$ cat src/rtl/div_sqrt_issue_mvp_if.sv
// rtl/div_sqrt_issue_mvp_if.sv - handshake and engine bus of the div/sqrt issue sequencer
// slave is the sequencer's view; master is the surrounding dispatcher/engine/consumer view.
interface div_sqrt_issue_mvp_if #(
  parameter int C_MANT_W     = 53,
  parameter int C_EXP_W      = 12,
  parameter int C_RES_MANT_W = 57,
  parameter int C_RES_EXP_W  = 13,
  parameter int C_TAG_W      = 4,
  parameter int C_PC         = 6
) ();
  logic                    In_valid_SI;
  logic                    In_ready_SO;
  logic                    Op_sqrt_SI;
  logic [1:0]              Format_sel_SI;
  logic [C_PC-1:0]         Precision_ctl_SI;
  logic [C_MANT_W-1:0]     Opa_mant_DI;
  logic [C_MANT_W-1:0]     Opb_mant_DI;
  logic [C_EXP_W-1:0]      Opa_exp_DI;
  logic [C_EXP_W-1:0]      Opb_exp_DI;
  logic [C_TAG_W-1:0]      Tag_DI;
  logic                    Kill_SI;
  logic                    Start_SO;
  logic                    Div_start_SO;
  logic                    Sqrt_start_SO;
  logic                    Kill_SO;
  logic [C_MANT_W-1:0]     Numerator_DO;
  logic [C_MANT_W-1:0]     Denominator_DO;
  logic [C_EXP_W-1:0]      Exp_num_DO;
  logic [C_EXP_W-1:0]      Exp_den_DO;
  logic [1:0]              Format_sel_SO;
  logic [C_PC-1:0]         Precision_ctl_SO;
  logic                    Ready_SI;
  logic                    Done_SI;
  logic [C_RES_MANT_W-1:0] Mant_result_prenorm_DI;
  logic [C_RES_EXP_W-1:0]  Exp_result_prenorm_DI;
  logic                    Out_valid_SO;
  logic                    Out_ready_SI;
  logic [C_RES_MANT_W-1:0] Mant_res_DO;
  logic [C_RES_EXP_W-1:0]  Exp_res_DO;
  logic [C_TAG_W-1:0]      Tag_DO;
  logic                    Timeout_SO;
  logic                    Busy_SO;

  modport slave (
    input  In_valid_SI, Op_sqrt_SI, Format_sel_SI, Precision_ctl_SI,
           Opa_mant_DI, Opb_mant_DI, Opa_exp_DI, Opb_exp_DI, Tag_DI, Kill_SI,
           Ready_SI, Done_SI, Mant_result_prenorm_DI, Exp_result_prenorm_DI,
           Out_ready_SI,
    output In_ready_SO, Start_SO, Div_start_SO, Sqrt_start_SO, Kill_SO,
           Numerator_DO, Denominator_DO, Exp_num_DO, Exp_den_DO,
           Format_sel_SO, Precision_ctl_SO, Out_valid_SO, Mant_res_DO,
           Exp_res_DO, Tag_DO, Timeout_SO, Busy_SO
  );

  modport master (
    output In_valid_SI, Op_sqrt_SI, Format_sel_SI, Precision_ctl_SI,
           Opa_mant_DI, Opb_mant_DI, Opa_exp_DI, Opb_exp_DI, Tag_DI, Kill_SI,
           Ready_SI, Done_SI, Mant_result_prenorm_DI, Exp_result_prenorm_DI,
           Out_ready_SI,
    input  In_ready_SO, Start_SO, Div_start_SO, Sqrt_start_SO, Kill_SO,
           Numerator_DO, Denominator_DO, Exp_num_DO, Exp_den_DO,
           Format_sel_SO, Precision_ctl_SO, Out_valid_SO, Mant_res_DO,
           Exp_res_DO, Tag_DO, Timeout_SO, Busy_SO
  );
endinterface

$ cat src/rtl/div_sqrt_issue_mvp.sv
// rtl/div_sqrt_issue_mvp.sv - issue-side sequencer for the iterative div/sqrt engine
// Optional WAIT watchdog enabled by defining DIV_SQRT_ISSUE_TIMEOUT_EN.
module div_sqrt_issue_mvp #(
  parameter int C_MANT_W     = 53,
  parameter int C_EXP_W      = 12,
  parameter int C_RES_MANT_W = 57,
  parameter int C_RES_EXP_W  = 13,
  parameter int C_TAG_W      = 4,
  parameter int C_PC         = 6,
  parameter int C_TIMEOUT    = 127
) (
  input  logic                Clk_CI,
  input  logic                Rst_RBI,
  div_sqrt_issue_mvp_if.slave io_bus
);

  typedef enum logic [1:0] {
    S_IDLE  = 2'd0,
    S_ISSUE = 2'd1,
    S_WAIT  = 2'd2,
    S_HOLD  = 2'd3
  } state_e;

  state_e r_state;
  state_e w_state_nxt;

  logic                    r_op_sqrt;
  logic [1:0]              r_fmt;
  logic [C_PC-1:0]         r_prec;
  logic [C_MANT_W-1:0]     r_opa;
  logic [C_MANT_W-1:0]     r_opb;
  logic [C_EXP_W-1:0]      r_expa;
  logic [C_EXP_W-1:0]      r_expb;
  logic [C_TAG_W-1:0]      r_tag;
  logic [C_RES_MANT_W-1:0] r_mant_res;
  logic [C_RES_EXP_W-1:0]  r_exp_res;
  logic [C_TAG_W-1:0]      r_tag_res;
  logic                    r_timeout;

  logic w_accept;
  logic w_kill;
  logic w_fire;
  logic w_done;
  logic w_tmo;
  logic w_in_ready;
  logic w_out_valid;
  logic w_busy;
  logic w_kill_pulse;

  assign w_accept = (r_state == S_IDLE) && io_bus.In_valid_SI;
  assign w_kill   = io_bus.Kill_SI && ((r_state == S_ISSUE) || (r_state == S_WAIT));
  // Kill outranks both Ready and Done in the same cycle.
  assign w_fire   = (r_state == S_ISSUE) && io_bus.Ready_SI && !io_bus.Kill_SI;
  assign w_done   = (r_state == S_WAIT) && io_bus.Done_SI && !io_bus.Kill_SI;

`ifdef DIV_SQRT_ISSUE_TIMEOUT_EN
  localparam int C_CNT_W = (C_TIMEOUT < 1) ? 1 : $clog2(C_TIMEOUT + 1);

  logic [C_CNT_W-1:0] r_wait_cnt;

  // Holding the count at zero throughout ISSUE makes it zero on WAIT entry.
  always_ff @(posedge Clk_CI or negedge Rst_RBI) begin
    if (!Rst_RBI) begin
      r_wait_cnt <= '0;
    end else if (r_state == S_ISSUE) begin
      r_wait_cnt <= '0;
    end else if (r_state == S_WAIT) begin
      r_wait_cnt <= r_wait_cnt + C_CNT_W'(1);
    end
  end

  assign w_tmo = (r_state == S_WAIT) && !io_bus.Done_SI && !io_bus.Kill_SI &&
                 (r_wait_cnt == C_CNT_W'(C_TIMEOUT));
`else
  logic w_unused_timeout;
  assign w_unused_timeout = (C_TIMEOUT != 0);
  assign w_tmo            = 1'b0;
`endif

  always_ff @(posedge Clk_CI or negedge Rst_RBI) begin
    if (!Rst_RBI) begin
      r_state <= S_IDLE;
    end else begin
      r_state <= w_state_nxt;
    end
  end

  always_comb begin
    w_state_nxt  = r_state;
    w_in_ready   = 1'b0;
    w_out_valid  = 1'b0;
    w_busy       = 1'b1;
    w_kill_pulse = w_kill || w_tmo;
    case (r_state)
      S_IDLE: begin
        w_in_ready = 1'b1;
        w_busy     = 1'b0;
        if (io_bus.In_valid_SI) begin
          w_state_nxt = S_ISSUE;
        end
      end
      S_ISSUE: begin
        if (io_bus.Kill_SI) begin
          w_state_nxt = S_IDLE;
        end else if (io_bus.Ready_SI) begin
          w_state_nxt = S_WAIT;
        end
      end
      S_WAIT: begin
        if (io_bus.Kill_SI) begin
          w_state_nxt = S_IDLE;
        end else if (io_bus.Done_SI || w_tmo) begin
          w_state_nxt = S_HOLD;
        end
      end
      S_HOLD: begin
        w_out_valid = 1'b1;
        if (io_bus.Out_ready_SI) begin
          w_state_nxt = S_IDLE;
        end
      end
      default: begin
        w_state_nxt = S_IDLE;
      end
    endcase
  end

  // Operands stay on the engine inputs until the next accept.
  always_ff @(posedge Clk_CI or negedge Rst_RBI) begin
    if (!Rst_RBI) begin
      r_op_sqrt <= 1'b0;
      r_fmt     <= '0;
      r_prec    <= '0;
      r_opa     <= '0;
      r_opb     <= '0;
      r_expa    <= '0;
      r_expb    <= '0;
      r_tag     <= '0;
    end else if (w_accept) begin
      r_op_sqrt <= io_bus.Op_sqrt_SI;
      r_fmt     <= io_bus.Format_sel_SI;
      r_prec    <= io_bus.Precision_ctl_SI;
      r_opa     <= io_bus.Opa_mant_DI;
      r_opb     <= io_bus.Opb_mant_DI;
      r_expa    <= io_bus.Opa_exp_DI;
      r_expb    <= io_bus.Opb_exp_DI;
      r_tag     <= io_bus.Tag_DI;
    end
  end

  // A killed operation leaves the previously held result untouched.
  always_ff @(posedge Clk_CI or negedge Rst_RBI) begin
    if (!Rst_RBI) begin
      r_mant_res <= '0;
      r_exp_res  <= '0;
      r_tag_res  <= '0;
      r_timeout  <= 1'b0;
    end else if (w_done) begin
      r_mant_res <= io_bus.Mant_result_prenorm_DI;
      r_exp_res  <= io_bus.Exp_result_prenorm_DI;
      r_tag_res  <= r_tag;
      r_timeout  <= 1'b0;
    end else if (w_tmo) begin
      r_mant_res <= '0;
      r_exp_res  <= '0;
      r_tag_res  <= r_tag;
      r_timeout  <= 1'b1;
    end
  end

  assign io_bus.In_ready_SO      = w_in_ready;
  assign io_bus.Start_SO         = w_fire;
  assign io_bus.Div_start_SO     = w_fire && !r_op_sqrt;
  assign io_bus.Sqrt_start_SO    = w_fire && r_op_sqrt;
  assign io_bus.Kill_SO          = w_kill_pulse;
  assign io_bus.Numerator_DO     = r_opa;
  assign io_bus.Denominator_DO   = r_opb;
  assign io_bus.Exp_num_DO       = r_expa;
  assign io_bus.Exp_den_DO       = r_expb;
  assign io_bus.Format_sel_SO    = r_fmt;
  assign io_bus.Precision_ctl_SO = r_prec;
  assign io_bus.Out_valid_SO     = w_out_valid;
  assign io_bus.Mant_res_DO      = r_mant_res;
  assign io_bus.Exp_res_DO       = r_exp_res;
  assign io_bus.Tag_DO           = r_tag_res;
  assign io_bus.Timeout_SO       = r_timeout;
  assign io_bus.Busy_SO          = w_busy;

endmodule

$ cat src/flat_wrapper.sv
// flat-port wrapper written by rule: the top's interface ports become plain ports
module div_sqrt_issue_mvp_flat 
#(
  parameter int C_MANT_W     = 53,
  parameter int C_EXP_W      = 12,
  parameter int C_RES_MANT_W = 57,
  parameter int C_RES_EXP_W  = 13,
  parameter int C_TAG_W      = 4,
  parameter int C_PC         = 6,
  parameter int C_TIMEOUT    = 127
)
  (Clk_CI, Rst_RBI, io_bus_In_valid_SI, io_bus_Op_sqrt_SI, io_bus_Format_sel_SI, io_bus_Precision_ctl_SI, io_bus_Opa_mant_DI, io_bus_Opb_mant_DI, io_bus_Opa_exp_DI, io_bus_Opb_exp_DI, io_bus_Tag_DI, io_bus_Kill_SI, io_bus_Ready_SI, io_bus_Done_SI, io_bus_Mant_result_prenorm_DI, io_bus_Exp_result_prenorm_DI, io_bus_Out_ready_SI, io_bus_In_ready_SO, io_bus_Start_SO, io_bus_Div_start_SO, io_bus_Sqrt_start_SO, io_bus_Kill_SO, io_bus_Numerator_DO, io_bus_Denominator_DO, io_bus_Exp_num_DO, io_bus_Exp_den_DO, io_bus_Format_sel_SO, io_bus_Precision_ctl_SO, io_bus_Out_valid_SO, io_bus_Mant_res_DO, io_bus_Exp_res_DO, io_bus_Tag_DO, io_bus_Timeout_SO, io_bus_Busy_SO);
  div_sqrt_issue_mvp_if #(.C_MANT_W(C_MANT_W), .C_EXP_W(C_EXP_W), .C_RES_MANT_W(C_RES_MANT_W), .C_RES_EXP_W(C_RES_EXP_W), .C_TAG_W(C_TAG_W), .C_PC(C_PC)) io_bus_i ();
  input  logic Clk_CI;
  input  logic Rst_RBI;
  input wire logic [$bits(io_bus_i.In_valid_SI)-1:0] io_bus_In_valid_SI;
  input wire logic [$bits(io_bus_i.Op_sqrt_SI)-1:0] io_bus_Op_sqrt_SI;
  input wire logic [$bits(io_bus_i.Format_sel_SI)-1:0] io_bus_Format_sel_SI;
  input wire logic [$bits(io_bus_i.Precision_ctl_SI)-1:0] io_bus_Precision_ctl_SI;
  input wire logic [$bits(io_bus_i.Opa_mant_DI)-1:0] io_bus_Opa_mant_DI;
  input wire logic [$bits(io_bus_i.Opb_mant_DI)-1:0] io_bus_Opb_mant_DI;
  input wire logic [$bits(io_bus_i.Opa_exp_DI)-1:0] io_bus_Opa_exp_DI;
  input wire logic [$bits(io_bus_i.Opb_exp_DI)-1:0] io_bus_Opb_exp_DI;
  input wire logic [$bits(io_bus_i.Tag_DI)-1:0] io_bus_Tag_DI;
  input wire logic [$bits(io_bus_i.Kill_SI)-1:0] io_bus_Kill_SI;
  input wire logic [$bits(io_bus_i.Ready_SI)-1:0] io_bus_Ready_SI;
  input wire logic [$bits(io_bus_i.Done_SI)-1:0] io_bus_Done_SI;
  input wire logic [$bits(io_bus_i.Mant_result_prenorm_DI)-1:0] io_bus_Mant_result_prenorm_DI;
  input wire logic [$bits(io_bus_i.Exp_result_prenorm_DI)-1:0] io_bus_Exp_result_prenorm_DI;
  input wire logic [$bits(io_bus_i.Out_ready_SI)-1:0] io_bus_Out_ready_SI;
  output wire logic [$bits(io_bus_i.In_ready_SO)-1:0] io_bus_In_ready_SO;
  output wire logic [$bits(io_bus_i.Start_SO)-1:0] io_bus_Start_SO;
  output wire logic [$bits(io_bus_i.Div_start_SO)-1:0] io_bus_Div_start_SO;
  output wire logic [$bits(io_bus_i.Sqrt_start_SO)-1:0] io_bus_Sqrt_start_SO;
  output wire logic [$bits(io_bus_i.Kill_SO)-1:0] io_bus_Kill_SO;
  output wire logic [$bits(io_bus_i.Numerator_DO)-1:0] io_bus_Numerator_DO;
  output wire logic [$bits(io_bus_i.Denominator_DO)-1:0] io_bus_Denominator_DO;
  output wire logic [$bits(io_bus_i.Exp_num_DO)-1:0] io_bus_Exp_num_DO;
  output wire logic [$bits(io_bus_i.Exp_den_DO)-1:0] io_bus_Exp_den_DO;
  output wire logic [$bits(io_bus_i.Format_sel_SO)-1:0] io_bus_Format_sel_SO;
  output wire logic [$bits(io_bus_i.Precision_ctl_SO)-1:0] io_bus_Precision_ctl_SO;
  output wire logic [$bits(io_bus_i.Out_valid_SO)-1:0] io_bus_Out_valid_SO;
  output wire logic [$bits(io_bus_i.Mant_res_DO)-1:0] io_bus_Mant_res_DO;
  output wire logic [$bits(io_bus_i.Exp_res_DO)-1:0] io_bus_Exp_res_DO;
  output wire logic [$bits(io_bus_i.Tag_DO)-1:0] io_bus_Tag_DO;
  output wire logic [$bits(io_bus_i.Timeout_SO)-1:0] io_bus_Timeout_SO;
  output wire logic [$bits(io_bus_i.Busy_SO)-1:0] io_bus_Busy_SO;
  assign io_bus_i.In_valid_SI = io_bus_In_valid_SI;
  assign io_bus_i.Op_sqrt_SI = io_bus_Op_sqrt_SI;
  assign io_bus_i.Format_sel_SI = io_bus_Format_sel_SI;
  assign io_bus_i.Precision_ctl_SI = io_bus_Precision_ctl_SI;
  assign io_bus_i.Opa_mant_DI = io_bus_Opa_mant_DI;
  assign io_bus_i.Opb_mant_DI = io_bus_Opb_mant_DI;
  assign io_bus_i.Opa_exp_DI = io_bus_Opa_exp_DI;
  assign io_bus_i.Opb_exp_DI = io_bus_Opb_exp_DI;
  assign io_bus_i.Tag_DI = io_bus_Tag_DI;
  assign io_bus_i.Kill_SI = io_bus_Kill_SI;
  assign io_bus_i.Ready_SI = io_bus_Ready_SI;
  assign io_bus_i.Done_SI = io_bus_Done_SI;
  assign io_bus_i.Mant_result_prenorm_DI = io_bus_Mant_result_prenorm_DI;
  assign io_bus_i.Exp_result_prenorm_DI = io_bus_Exp_result_prenorm_DI;
  assign io_bus_i.Out_ready_SI = io_bus_Out_ready_SI;
  assign io_bus_In_ready_SO = io_bus_i.In_ready_SO;
  assign io_bus_Start_SO = io_bus_i.Start_SO;
  assign io_bus_Div_start_SO = io_bus_i.Div_start_SO;
  assign io_bus_Sqrt_start_SO = io_bus_i.Sqrt_start_SO;
  assign io_bus_Kill_SO = io_bus_i.Kill_SO;
  assign io_bus_Numerator_DO = io_bus_i.Numerator_DO;
  assign io_bus_Denominator_DO = io_bus_i.Denominator_DO;
  assign io_bus_Exp_num_DO = io_bus_i.Exp_num_DO;
  assign io_bus_Exp_den_DO = io_bus_i.Exp_den_DO;
  assign io_bus_Format_sel_SO = io_bus_i.Format_sel_SO;
  assign io_bus_Precision_ctl_SO = io_bus_i.Precision_ctl_SO;
  assign io_bus_Out_valid_SO = io_bus_i.Out_valid_SO;
  assign io_bus_Mant_res_DO = io_bus_i.Mant_res_DO;
  assign io_bus_Exp_res_DO = io_bus_i.Exp_res_DO;
  assign io_bus_Tag_DO = io_bus_i.Tag_DO;
  assign io_bus_Timeout_SO = io_bus_i.Timeout_SO;
  assign io_bus_Busy_SO = io_bus_i.Busy_SO;
  div_sqrt_issue_mvp #(.C_MANT_W(C_MANT_W), .C_EXP_W(C_EXP_W), .C_RES_MANT_W(C_RES_MANT_W), .C_RES_EXP_W(C_RES_EXP_W), .C_TAG_W(C_TAG_W), .C_PC(C_PC), .C_TIMEOUT(C_TIMEOUT)) u_core (.Clk_CI(Clk_CI), .Rst_RBI(Rst_RBI), .io_bus(io_bus_i));
endmodule
$ cat config.mk
export PLATFORM = sky130hd
export DESIGN_NAME = div_sqrt_issue_mvp_flat
export DESIGN_NICKNAME = d
export VERILOG_FILES = /design/src/rtl/div_sqrt_issue_mvp_if.sv /design/src/rtl/div_sqrt_issue_mvp.sv /design/src/flat_wrapper.sv
export SDC_FILE = /design/constraint.sdc
export NUM_CORES = 1
export LEC_CHECK = 0
export BUFFER_PORTS_ARGS = -buffer_cell sky130_fd_sc_hd__buf_2
export CAP_MARGIN = 20
export CORE_AREA = 2 2 169 171
export DETAILED_ROUTE_END_ITERATION = 10
export DIE_AREA = 0 0 171 173
export PLACE_DENSITY = 0.59
export SKIP_CTS_REPAIR_TIMING = 1
export SLEW_MARGIN = 20
export SYNTH_ARGS = -nofsm -noshare
export SYNTH_HDL_FRONTEND = slang
export SYNTH_SLANG_ARGS = --single-unit
$ cat constraint.sdc
create_clock -name Clk_CI -period 2.15 [get_ports Clk_CI]
set_input_delay 0.645 -clock Clk_CI [delete_from_list [all_inputs] [get_ports Clk_CI]]
set_output_delay 0.645 -clock Clk_CI [all_outputs]
set_load 0.05 [all_outputs]
# Word level (Yosys, flattened, before mapping)
# Cells that the tools add are included.
[totals] memories=0 out_inout_bits=220 input_bits=220 mem_bits_ro=0 register_bits=219 latchBits=0 ram_bits=0
[classes] mul=0 div=0 addsub=0 n_mux=10 shifts=0 reduce_logical=13 order_cmp=0 bitwise=0 n_eq_ne=7
[op_table] cell="two-way mux 2 bit" n=6
[op_table] cell="logical AND 1 bit" n=8
[op_table] cell="case mux 2 bit (4 select lines)" n=1
[op_table] cell="!= test 3 bit, second input constant" n=2
[op_table] cell="equality test 2 bit, second input constant" n=2
[op_table] cell="!= test 2 bit, second input constant" n=2
[op_table] cell="AND reduction 4 bit" n=1
[op_table] cell="two-way mux 1 bit" n=3
[op_table] cell="equality test 2 x 1 -> 1 bit, second input constant" n=1
[op_table] cell="zero test 1 bit" n=2
[op_table] cell="zero test 2 bit" n=1
[op_table] cell="logical OR 1 bit" n=1

# Logic depth before layout (Yosys ltp)
# Gate-level depths: netlist (run 1).
[logic_depth] ltp_word=4 ltp_mapped=7

# Worst setup path before layout (run 1)
# OpenSTA, ideal clock, no wires.
[synth_path] path_kind="reg2out" startpoint="register u_core.r_state[1]" endpoint="output port io_bus_Div_start_SO" slack_ps=-480 stages_incl_launch_ff=6 t_arrival_ps=1985 path_cell_list="dfrtp_1 -> inv_1 -> ha_1 -> nor2b_1 -> and2_1 -> nor2b_1"
[synth_between] elab_chain_len=4
[synth_lines] item="start, declared" line="div_sqrt_issue_mvp.sv:24" source="state_e r_state;"
[synth_lines] item="start signal, assigned" line="div_sqrt_issue_mvp.sv:84" source="r_state <= w_state_nxt;"
[synth_lines] item="equality test 2 x 1 -> 1 bit" line="div_sqrt_issue_mvp.sv:53" source="assign w_fire = (r_state == S_ISSUE) && io_bus.Ready_SI && !io_bus.Kill_SI;"
[synth_lines] item="logical AND 1 bit (2 in a row)" line="div_sqrt_issue_mvp.sv:53"
[synth_lines] item="net io_bus_Start_SO" line="flat_wrapper.sv:32" source="output wire logic [$bits(io_bus_i.Start_SO)-1:0] io_bus_Start_SO;"
[synth_lines] item="logical AND 1 bit" line="div_sqrt_issue_mvp.sv:173" source="assign io_bus.Div_start_SO = w_fire && !r_op_sqrt;"
[synth_lines] item="end, declared" line="flat_wrapper.sv:33" source="output wire logic [$bits(io_bus_i.Div_start_SO)-1:0] io_bus_Div_start_SO;"
# The timed path passes the listed nets, and every way through them passes these cells.

# Worst setup path in the final report (run 1)
[layout_path] startpoint="register u_core.r_state[1]" endpoint="output port io_bus_Div_start_SO"
[layout_between] elab_chain_len=4
[layout_lines] item="equality test 2 x 1 -> 1 bit" line="div_sqrt_issue_mvp.sv:53"
[layout_lines] item="logical AND 1 bit (2 in a row)" line="div_sqrt_issue_mvp.sv:53"
[layout_lines] item="logical AND 1 bit" line="div_sqrt_issue_mvp.sv:173"
# No other way between the ends.

==> run_results.csv, run 1 <==
group,metric,value,unit
timing,drv_slew,0,
cts,cts_tree,"built",
detailed_routing,wl,22.8,mm
detailed_routing,drc,0,
detailed_routing,vias,5793,
timing,fin_ws,-280,ps
timing,setup_violations,7,
status,violations,"setup timing",
worst_setup_path,crit_path_start_kind,"flip-flop",
synth,yosysWarnings,0,
detailed_routing,drt-met1-wl,8.72,mm
floorplanning,core_area,27600,µm²
cts,cts_root_buffer,"clkbuf_16",
cells_and_area,final_nets,1181,
detailed_routing,routed_via_density,4.27,
floorplanning,die-area,29600,µm²
synth,avgSynthCellArea,18.2,µm²
timing,fin_worst_skew,11.6,ps
hold_path,hp-class,"in2async",
detailed_routing,routed.top_layer,"met5",
global_routing,antenna_found_initial,3,
synth,seq_area_frac_synth,0.618,
detailed_routing,wl_per_cell,16.8,µm
timing,fin_crit_sh,1.13,
floorplanning,num_rows,61,
cts,cts_buffers,26,
global_routing,grt_overflow,0,
synth,synthCells,486,
synth,synth_cell_types,23,
place,io_buffers,438,
place,post-place-ws,-4.12,ps
synth,async_reset_ff_frac,1.00,
timing,clock.fmax,0.412,GHz
synth,ys_top_cells_by_area,"dfrtp_1 62%, mux2_4 22%, mux2_2 11%, buf_12 1.1%, buf_6 1.0%",
cells_and_area,utilization,0.455,
cts,clock_path_buffers,3,
timing,relSlewSlack,0.616,
detailed_routing,drtIter0Drc,186,
floorplanning,die_w,171,µm
floorplanning,initial_core_util,0.321,
job,drv_cap,0,
timing,worst_pin_slew,576,ps
detailed_routing,wl_met3,2.12,mm
synth,synth_most_common_cell,"dfrtp_1",
global_routing,grt_usage,0.148,
status,status,"finished, violations left",
floorplanning,pin_count,440,
timing,final_hold_viol_count,0,
timing,fin_crit,2430,ps
floorplanning,fp.dieH,173,µm
global_routing,grt_pass1_wl,34.6,mm
worst_setup_path,critPathRequiredTime,1500,ps
timing,rsz0062_at_grt,"yes",
detailed_routing,wl_met2,11.3,mm
synth,synth_top_area_cell,"dfrtp_1",
worst_setup_path,end_kind,"output pin",
worst_setup_path,reg2regPathDepth,7,
synth,ys_ff_latch,219,
detailed_routing,drtPass1Iterations,4,
worst_setup_path,critPathKind,"reg2out",
synth,syn_nets,710,
synth,synth_edf_count,0,
synth,ys.flop_type,"dfrtp_1",
cts,clock_latency,520,ps
detailed_routing,ant_nets,0,
cts,clkTransAtPathRegs,60,ps
cts,ctsHtreeMaxLevel,1,
synth,synth_top_area_frac,0.618,
cells_and_area,drive_above_1_share,0.756,
global_routing,grt_pass1_vias,6153,
global_routing,grt_max_degree,69,
worst_setup_path,arrival,1790,ps
cells_and_area,fillers,2509,
synth,syn-cell-area,8870,µm²
place,place.gp.congestion,0.779,
cells_and_area,syn_to_final_growth,41.8,%
synth,synthTopCellsByCount,"219 x dfrtp_1, 130 x mux2_4, 87 x mux2_2",
worst_setup_path,cp_max_fo,3,
cts,cts_sinks,219,
place,dp_hpwl,17.3,mm
==> final timing paths <==
path / from / to / slack (ps)
max in group asynchronous: Rst_RBI / u_core.io_bus.Denominator_DO[50] / 1380
worst max register to register: u_core.r_state[1] / u_core.io_bus.Mant_res_DO[56] / 250
min in group Clk_CI: io_bus_Opb_mant_DI[49] / u_core.io_bus.Denominator_DO[49] / 350
worst min-delay path: Rst_RBI / u_core.io_bus.Denominator_DO[25] / 70
worst max-delay path: u_core.r_state[1] / io_bus_Div_start_SO / -280
worst min register to register: u_core.io_bus.Denominator_DO[39] / u_core.io_bus.Denominator_DO[39] / 500
==> cells by family after synthesis <==
family	after synthesis	synth area share
flip-flops	219	0.618
adder cells (fa/ha/maj)	4	0.00564
AND/OR/NAND/NOR	13	0.0100
AO/OA/AOI/OAI	3	0.00310
buffers and inverters	28	0.0310
other	1	0.000423
multiplexers	218	0.332
==> worst max-delay path, stage by stage (launching register included) <==
cell	delay (ps)
dfrtp_1	390
inv_2	100
ha_4	140
nor2b_4	170
and2_4	160
nor2b_4	150
buf_8	150
==> layer usage <==
layer | vias up | global-route usage
met5 | - | 0
met4 | 2 | 0.0484
met3 | 39 | 0.0458
met2 | 272 | 0.258
met1 | 2827 | 0.171
li1 | 2653 | -
==> cell type report <==
cell class | instances | area, µm² | share of cell area
well taps | 378 | 473 | 0.0376
clock inverters | 11 | 134 | 0.0106
flip-flops and latches | 219 | 5480 | 0.436
diodes | 2 | 5.00 | 0.000398
multi-input cells | 239 | 3160 | 0.252
inverters | 4 | 15.0 | 0.00119
repair buffers | 467 | 2530 | 0.201
clock buffers | 37 | 773 | 0.0615
==> registers in the layout, indices dropped and copies added, names as in the netlist, 4 cells and up <==
| register | flops |
|---|---|
| u_core.io_bus.Exp_den_DO | 12 |
| u_core.io_bus.Precision_ctl_SO | 6 |
| u_core.io_bus.Numerator_DO | 53 |
| u_core.io_bus.Mant_res_DO | 57 |
| u_core.io_bus.Exp_res_DO | 13 |
| u_core.io_bus.Tag_DO | 4 |
| u_core.io_bus.Exp_num_DO | 12 |
| u_core.io_bus.Denominator_DO | 53 |
| u_core.r_tag | 4 |
==> cells in the final DEF (no fill, tap or decap), types with 2 or more instances in the layout <==
master | Yosys | routed
buf_4 | 2 | 24
buf_8 | 1 | 3
clkbuf_1 | 0 | 4
mux2_2 | 87 | 87
clkinv_2 | 0 | 7
buf_2 | 8 | 432
dfrtp_1 | 219 | 218
diode_2 | 0 | 2
nor2b_4 | 1 | 3
clkbuf_8 | 0 | 6
buf_12 | 5 | 6
ha_1 | 4 | 2
inv_1 | 4 | 3
clkbuf_16 | 0 | 27
mux2_4 | 130 | 130
nor2b_1 | 4 | 2
bufinv_16 | 0 | 3
==> through the flow <==
stage | TNS (ps) | area [µm²] | instances | hold slack [ps]
floorplan | 0 | 8880 | 486 | 349
finish | -1090 | 12600 | 1357 | 74.1
global placement | -21.3 | 11600 | 1305 | 483
detailed placement | -4.12 | 11600 | 1305 | 486
CTS | -1880 | 12500 | 1353 | 82.1
global route | -1670 | 12600 | 1356 | 96.1
Power of run 1 is not shown: default switching activity piles up to over one toggle a cycle in this logic, so the estimate is an artifact.
==> inputs of run 2 (changes only) <==
- CORE_AREA: 2 2 169 171 -> 10 10 163 165
- DIE_AREA: 0 0 171 173 -> 0 0 173 175
- PLACE_DENSITY: 0.59 -> 0.68
==> run 2 against run 1 <==
  * Non-clock buffer count fell by 4
  * The flow still finishes with violations (setup timing)
  * Wire length is 14% higher
  * Flip-flop and latch count unchanged
  * Critical endpoint unchanged
  * First-iteration DRC count is 49% higher
  * Design area decreased by 1.9%
  * Core utilization is 7.5 points higher
  * Highest routed layer unchanged
  * Via count grew 0.47%
  * Critical path depth did not move
  * Sequential share of layout area grew 0.85 points
  * Hold slack better by 9.2 ps
  * Cell count fell by 5.0%
==> run_results.csv, run 2 (synthesis gave the netlist of run 1 again) <==
group,metric,value,unit
hold_path,hp-class,"in2async",
worst_setup_path,critPathRequiredTime,1500,ps
detailed_routing,routed_via_density,4.52,
timing,fin_crit_sh,1.11,
cts,cts_buffers,24,
global_routing,grt_usage,0.165,
cells_and_area,syn_to_final_growth,39.1,%
place,dp_hpwl,20.4,mm
worst_setup_path,arrival,1740,ps
cts,cts_sinks,219,
worst_setup_path,critPathBufInv,2,
cells_and_area,final_common_cell,"buf_2",
worst_setup_path,crit_slowest_cell,"dfrtp_1",
global_routing,grt_pass1_vias,6679,
detailed_routing,wl_per_cell,20.2,µm
global_routing,grt_overflow,0,
place,place.gp.congestion,0.784,
timing,final_hold_viol_count,0,
worst_setup_path,end_kind,"output pin",
worst_setup_path,cp_max_fo,3,
worst_setup_path,crit_chain,"inv_2 -> ha_4 -> nor2b_4 -> and2_4 -> nor2b_4 -> buf_8",
global_routing,antenna_found_initial,4,
floorplanning,core_area,23300,µm²
status,violations,"setup timing",
detailed_routing,vias,5820,
cts,ctsHtreeMaxLevel,1,
place,dp_cells,1242,
floorplanning,num_rows,56,
cells_and_area,largest_reg_flops,57,
timing,fin_ws,-234,ps
timing,setup_violations,4,
floorplanning,pin_count,440,
worst_setup_path,max_stage_delay,400,ps
detailed_routing,wl,26.1,mm
cells_and_area,layout_common_cells,"431 x buf_2, 218 x dfrtp_1, 130 x mux2_4, 87 x mux2_2, 25 x clkbuf_16",
cts,clkTransAtPathRegs,50,ps
cts,cts_tree,"built",
place,io_buffers,438,
floorplanning,die_w,173,µm
worst_setup_path,crit_top_cell,"nor2b_4",
cts,clock_latency,510,ps
global_routing,grt_pass1_wl,39.9,mm
cells_and_area,utilization,0.530,
job,drv_cap,0,
cells_and_area,drive_above_1_share,0.750,
floorplanning,fp.dieH,175,µm
cells_and_area,final_cells,1289,
global_routing,grt_max_degree,47,
timing,fin_crit,2380,ps
worst_setup_path,critPathKind,"reg2out",
cts,clock_path_buffers,3,
worst_setup_path,crit_path_start_kind,"flip-flop",
detailed_routing,drtPass1Iterations,4,
cells_and_area,fillers,2002,
detailed_routing,ant_nets,0,
detailed_routing,drtIter0Drc,278,
timing,rsz0062_at_grt,"yes",
timing,drv_slew,0,
detailed_routing,drc,0,
status,status,"finished, violations left",
cells_and_area,final_nets,1175,
timing,fin_worst_skew,4.84,ps
timing,tns,-692,ps
timing,clock.fmax,0.419,GHz
floorplanning,die-area,30300,µm²
worst_setup_path,path_delay_family,"simple AND/OR/NAND/NOR gates",
floorplanning,initial_core_util,0.381,
cts,cts_root_buffer,"clkbuf_16",
run 2: changes by cell type in the layout (fill, tap and decap cells not counted), sizes merged:
cell,previous run,this run
diode,2,3
clkbuf,38,36
inv,5,4
bufinv,3,0
buf,466,462
run 2: per-layer routing:
layer,track usage,vias to the layer above,routed length (µm)
li1,-,2636,-
met2,0.285,287,13000
met4,0.0546,2,645
met1,0.182,2855,9910
met3,0.0649,40,2460
met5,0,-,20
run 2: worst register-to-register path: cells and delay by family (launching register included):
family	cells	cell delay [ps]
buf+inv	4	650
simple gates	1	170
fa+ha+maj	1	180
mux	1	410
flops	1	380
run 2: stage by stage:
step	cell area (µm²)	setup slack, ps	hold WS, ps
floorplan	8880	58.7	349
global placement	11500	-134	481
detailed placement	11500	-139	486
CTS	12200	-541	84.3
global route	12300	-294	97.3
finish	12300	-234	83.3
run 2: path summary, 6_finish.rpt:
check | start | endpoint | slack (ps) | cells past startpoint
worst max-delay path | u_core.r_state[1] | io_bus_Div_start_SO | -230 | 6
worst min-delay path | Rst_RBI | u_core.io_bus.Denominator_DO[4] | 80 | 1
worst max register to register | u_core.r_state[1] | u_core.io_bus.Denominator_DO[29] | 250 | 7
worst min register to register | u_core.io_bus.Mant_res_DO[6] | u_core.io_bus.Mant_res_DO[6] | 500 | 1
max in group asynchronous | Rst_RBI | u_core.r_state[0] | 1470 | 2
min in group Clk_CI | io_bus_Opb_mant_DI[19] | u_core.io_bus.Denominator_DO[19] | 360 | 2
run 2: layout make-up:
| cell class | instances | area [µm²] | area share |
|---|---|---|---|
| Antenna cell | 3 | 7.51 | 0.000609 |
| Multi-Input combinational cell | 239 | 3170 | 0.257 |
| Clock buffer | 35 | 683 | 0.0554 |
| Clock inverter | 7 | 35.0 | 0.00284 |
| Inverter | 4 | 15.0 | 0.00122 |
| Sequential cell | 219 | 5480 | 0.445 |
| Timing Repair Buffer | 463 | 2540 | 0.206 |
| Tap cell | 319 | 399 | 0.0324 |
Power of run 2 is left out for the same reason.
==> inputs of run 3 (changes only) <==
- TNS_END_PERCENT: unset -> 20
==> run 3 against run 2 <==
  * Fmax about the same
  * Worst setup slack barely moved
  * The flow still finishes with violations (setup timing)
  * Wire length about the same
  * Critical path type unchanged
  * Highest routed layer unchanged
  * Clock skew rose by 0.80 ps
  * Sequential share of layout area increased by 0.054 points
==> run_results.csv, run 3 (synthesis gave the netlist of run 1 again) <==
group,metric,value,unit
timing,fin_crit,2380,ps
detailed_routing,wl,26.0,mm
detailed_routing,drtPass1Iterations,4,
cts,ctsHtreeMaxLevel,1,
floorplanning,fp.dieH,175,µm
worst_setup_path,crit_chain,"inv_2 -> ha_4 -> nor2b_4 -> and2_4 -> nor2b_4 -> buf_8",
floorplanning,num_rows,56,
timing,drv_slew,0,
timing,rsz0062_at_grt,"yes",
status,violations,"setup timing",
floorplanning,initial_core_util,0.381,
timing,tns,-759,ps
worst_setup_path,max_stage_delay,400,ps
detailed_routing,ant_nets,0,
cells_and_area,drive_above_1_share,0.749,
job,drv_cap,0,
timing,fin_ws,-234,ps
detailed_routing,drc,0,
detailed_routing,routed_via_density,4.51,
cts,cts_root_buffer,"clkbuf_16",
cts,cts_sinks,219,
global_routing,grt_pass1_wl,39.9,mm
global_routing,antenna_found_initial,4,
worst_setup_path,path_delay_family,"simple AND/OR/NAND/NOR gates",
timing,fin_worst_skew,5.64,ps
hold_path,hp-class,"in2async",
worst_setup_path,crit_slowest_cell,"dfrtp_1",
floorplanning,die_w,173,µm
cells_and_area,final_nets,1174,
timing,clock.fmax,0.419,GHz
worst_setup_path,crit_path_start_kind,"flip-flop",
cells_and_area,layout_common_cells,"431 x buf_2, 218 x dfrtp_1, 130 x mux2_4, 87 x mux2_2, 25 x clkbuf_16",
floorplanning,pin_count,440,
cts,clock_path_buffers,3,
detailed_routing,wl_per_cell,20.2,µm
worst_setup_path,critPathRequiredTime,1500,ps
cells_and_area,syn_to_final_growth,38.9,%
worst_setup_path,crit_top_cell,"nor2b_4",
worst_setup_path,critPathBufInv,2,
timing,setup_violations,5,
floorplanning,die-area,30300,µm²
detailed_routing,drtIter0Drc,308,
timing,fin_crit_sh,1.11,
place,place.gp.congestion,0.784,
cts,clkTransAtPathRegs,50,ps
global_routing,grt_max_degree,47,
worst_setup_path,timing.rr.start,"u_core.r_state[0]",
timing,final_hold_viol_count,0,
cells_and_area,fillers,2004,
detailed_routing,vias,5812,
worst_setup_path,end_kind,"output pin",
worst_setup_path,crit_start,"u_core.r_state[1]",
global_routing,grt_overflow,0,
cts,cts_tree,"built",
global_routing,grt_pass1_vias,6679,
cts,cts_buffers,24,
worst_setup_path,cp_max_fo,3,
place,io_buffers,438,
cells_and_area,final_common_cell,"buf_2",
status,status,"finished, violations left",
place,dp_hpwl,20.4,mm
global_routing,grt_usage,0.165,
cells_and_area,largest_reg_flops,57,
worst_setup_path,arrival,1740,ps
cts,clock_latency,510,ps
floorplanning,core_area,23300,µm²
worst_setup_path,critPathKind,"reg2out",
==> run 3: cell types whose count changed in the layout (fill, tap and decap cells not counted) <==
cell | before | now
clkbuf_4 | 0 | 1
buf_8 | 3 | 2
buf_4 | 17 | 16
==> run 3: worst paths after layout <==
kind | end | cells after the start | slack, ps
setup / recovery | io_bus_Div_start_SO | 6 | -230
hold / removal | u_core.io_bus.Denominator_DO[4] | 1 | 80
setup reg to reg | u_core.io_bus.Mant_res_DO[53] | 6 | 300
hold reg to reg | u_core.io_bus.Mant_res_DO[4] | 1 | 500
max in group asynchronous | u_core.r_state[0] | 2 | 1470
min in group Clk_CI | u_core.io_bus.Denominator_DO[19] | 2 | 360
==> run 3: through the flow <==
| stage | instance area, µm² | std cells | setup slack (ps) | hold WS (ps) | util |
|---|---|---|---|---|---|
| finish | 12300 | 1288 | -234 | 83.6 | 0.529 |
| global route | 12300 | 1288 | -293 | 97.3 | 0.529 |
| CTS | 12200 | 1284 | -541 | 84.3 | 0.526 |
| detailed placement | 11500 | 1242 | -139 | 486 | 0.495 |
| global placement | 11500 | 1242 | -134 | 481 | 0.495 |
| floorplan | 8880 | 486 | 58.7 | 349 | - |
==> run 3: worst reg2reg max path, delay by kind of cell, from the launching register on <==
| family | cells | cell delay (ps) |
|---|---|---|
| flip-flops | 1 | 440 |
| buffers and inverters | 2 | 400 |
| AND/OR/NAND/NOR | 2 | 400 |
| multiplexers | 1 | 310 |
| adder cells (fa/ha/maj) | 1 | 190 |
==> run 3: cell type report <==
type / count / area [µm²] / area share
Sequential cell: 219 / 5480 / 0.445
Multi-Input combinational cell: 239 / 3170 / 0.258
Timing Repair Buffer: 462 / 2520 / 0.205
Clock buffer: 35 / 683 / 0.0555
Tap cell: 319 / 399 / 0.0324
Clock inverter: 7 / 35.0 / 0.00284
Inverter: 4 / 15.0 / 0.00122
Antenna cell: 3 / 7.51 / 0.000610
==> run 3: metal layers <==
metal | vias to the layer above | GRT usage | wire (µm)
met1 | 2847 | 0.182 | 9910
met5 | - | 0 | 20
met2 | 286 | 0.285 | 13000
li1 | 2637 | - | -
met3 | 40 | 0.0649 | 2460
met4 | 2 | 0.0546 | 645
Power of run 3 is left out for the same reason.
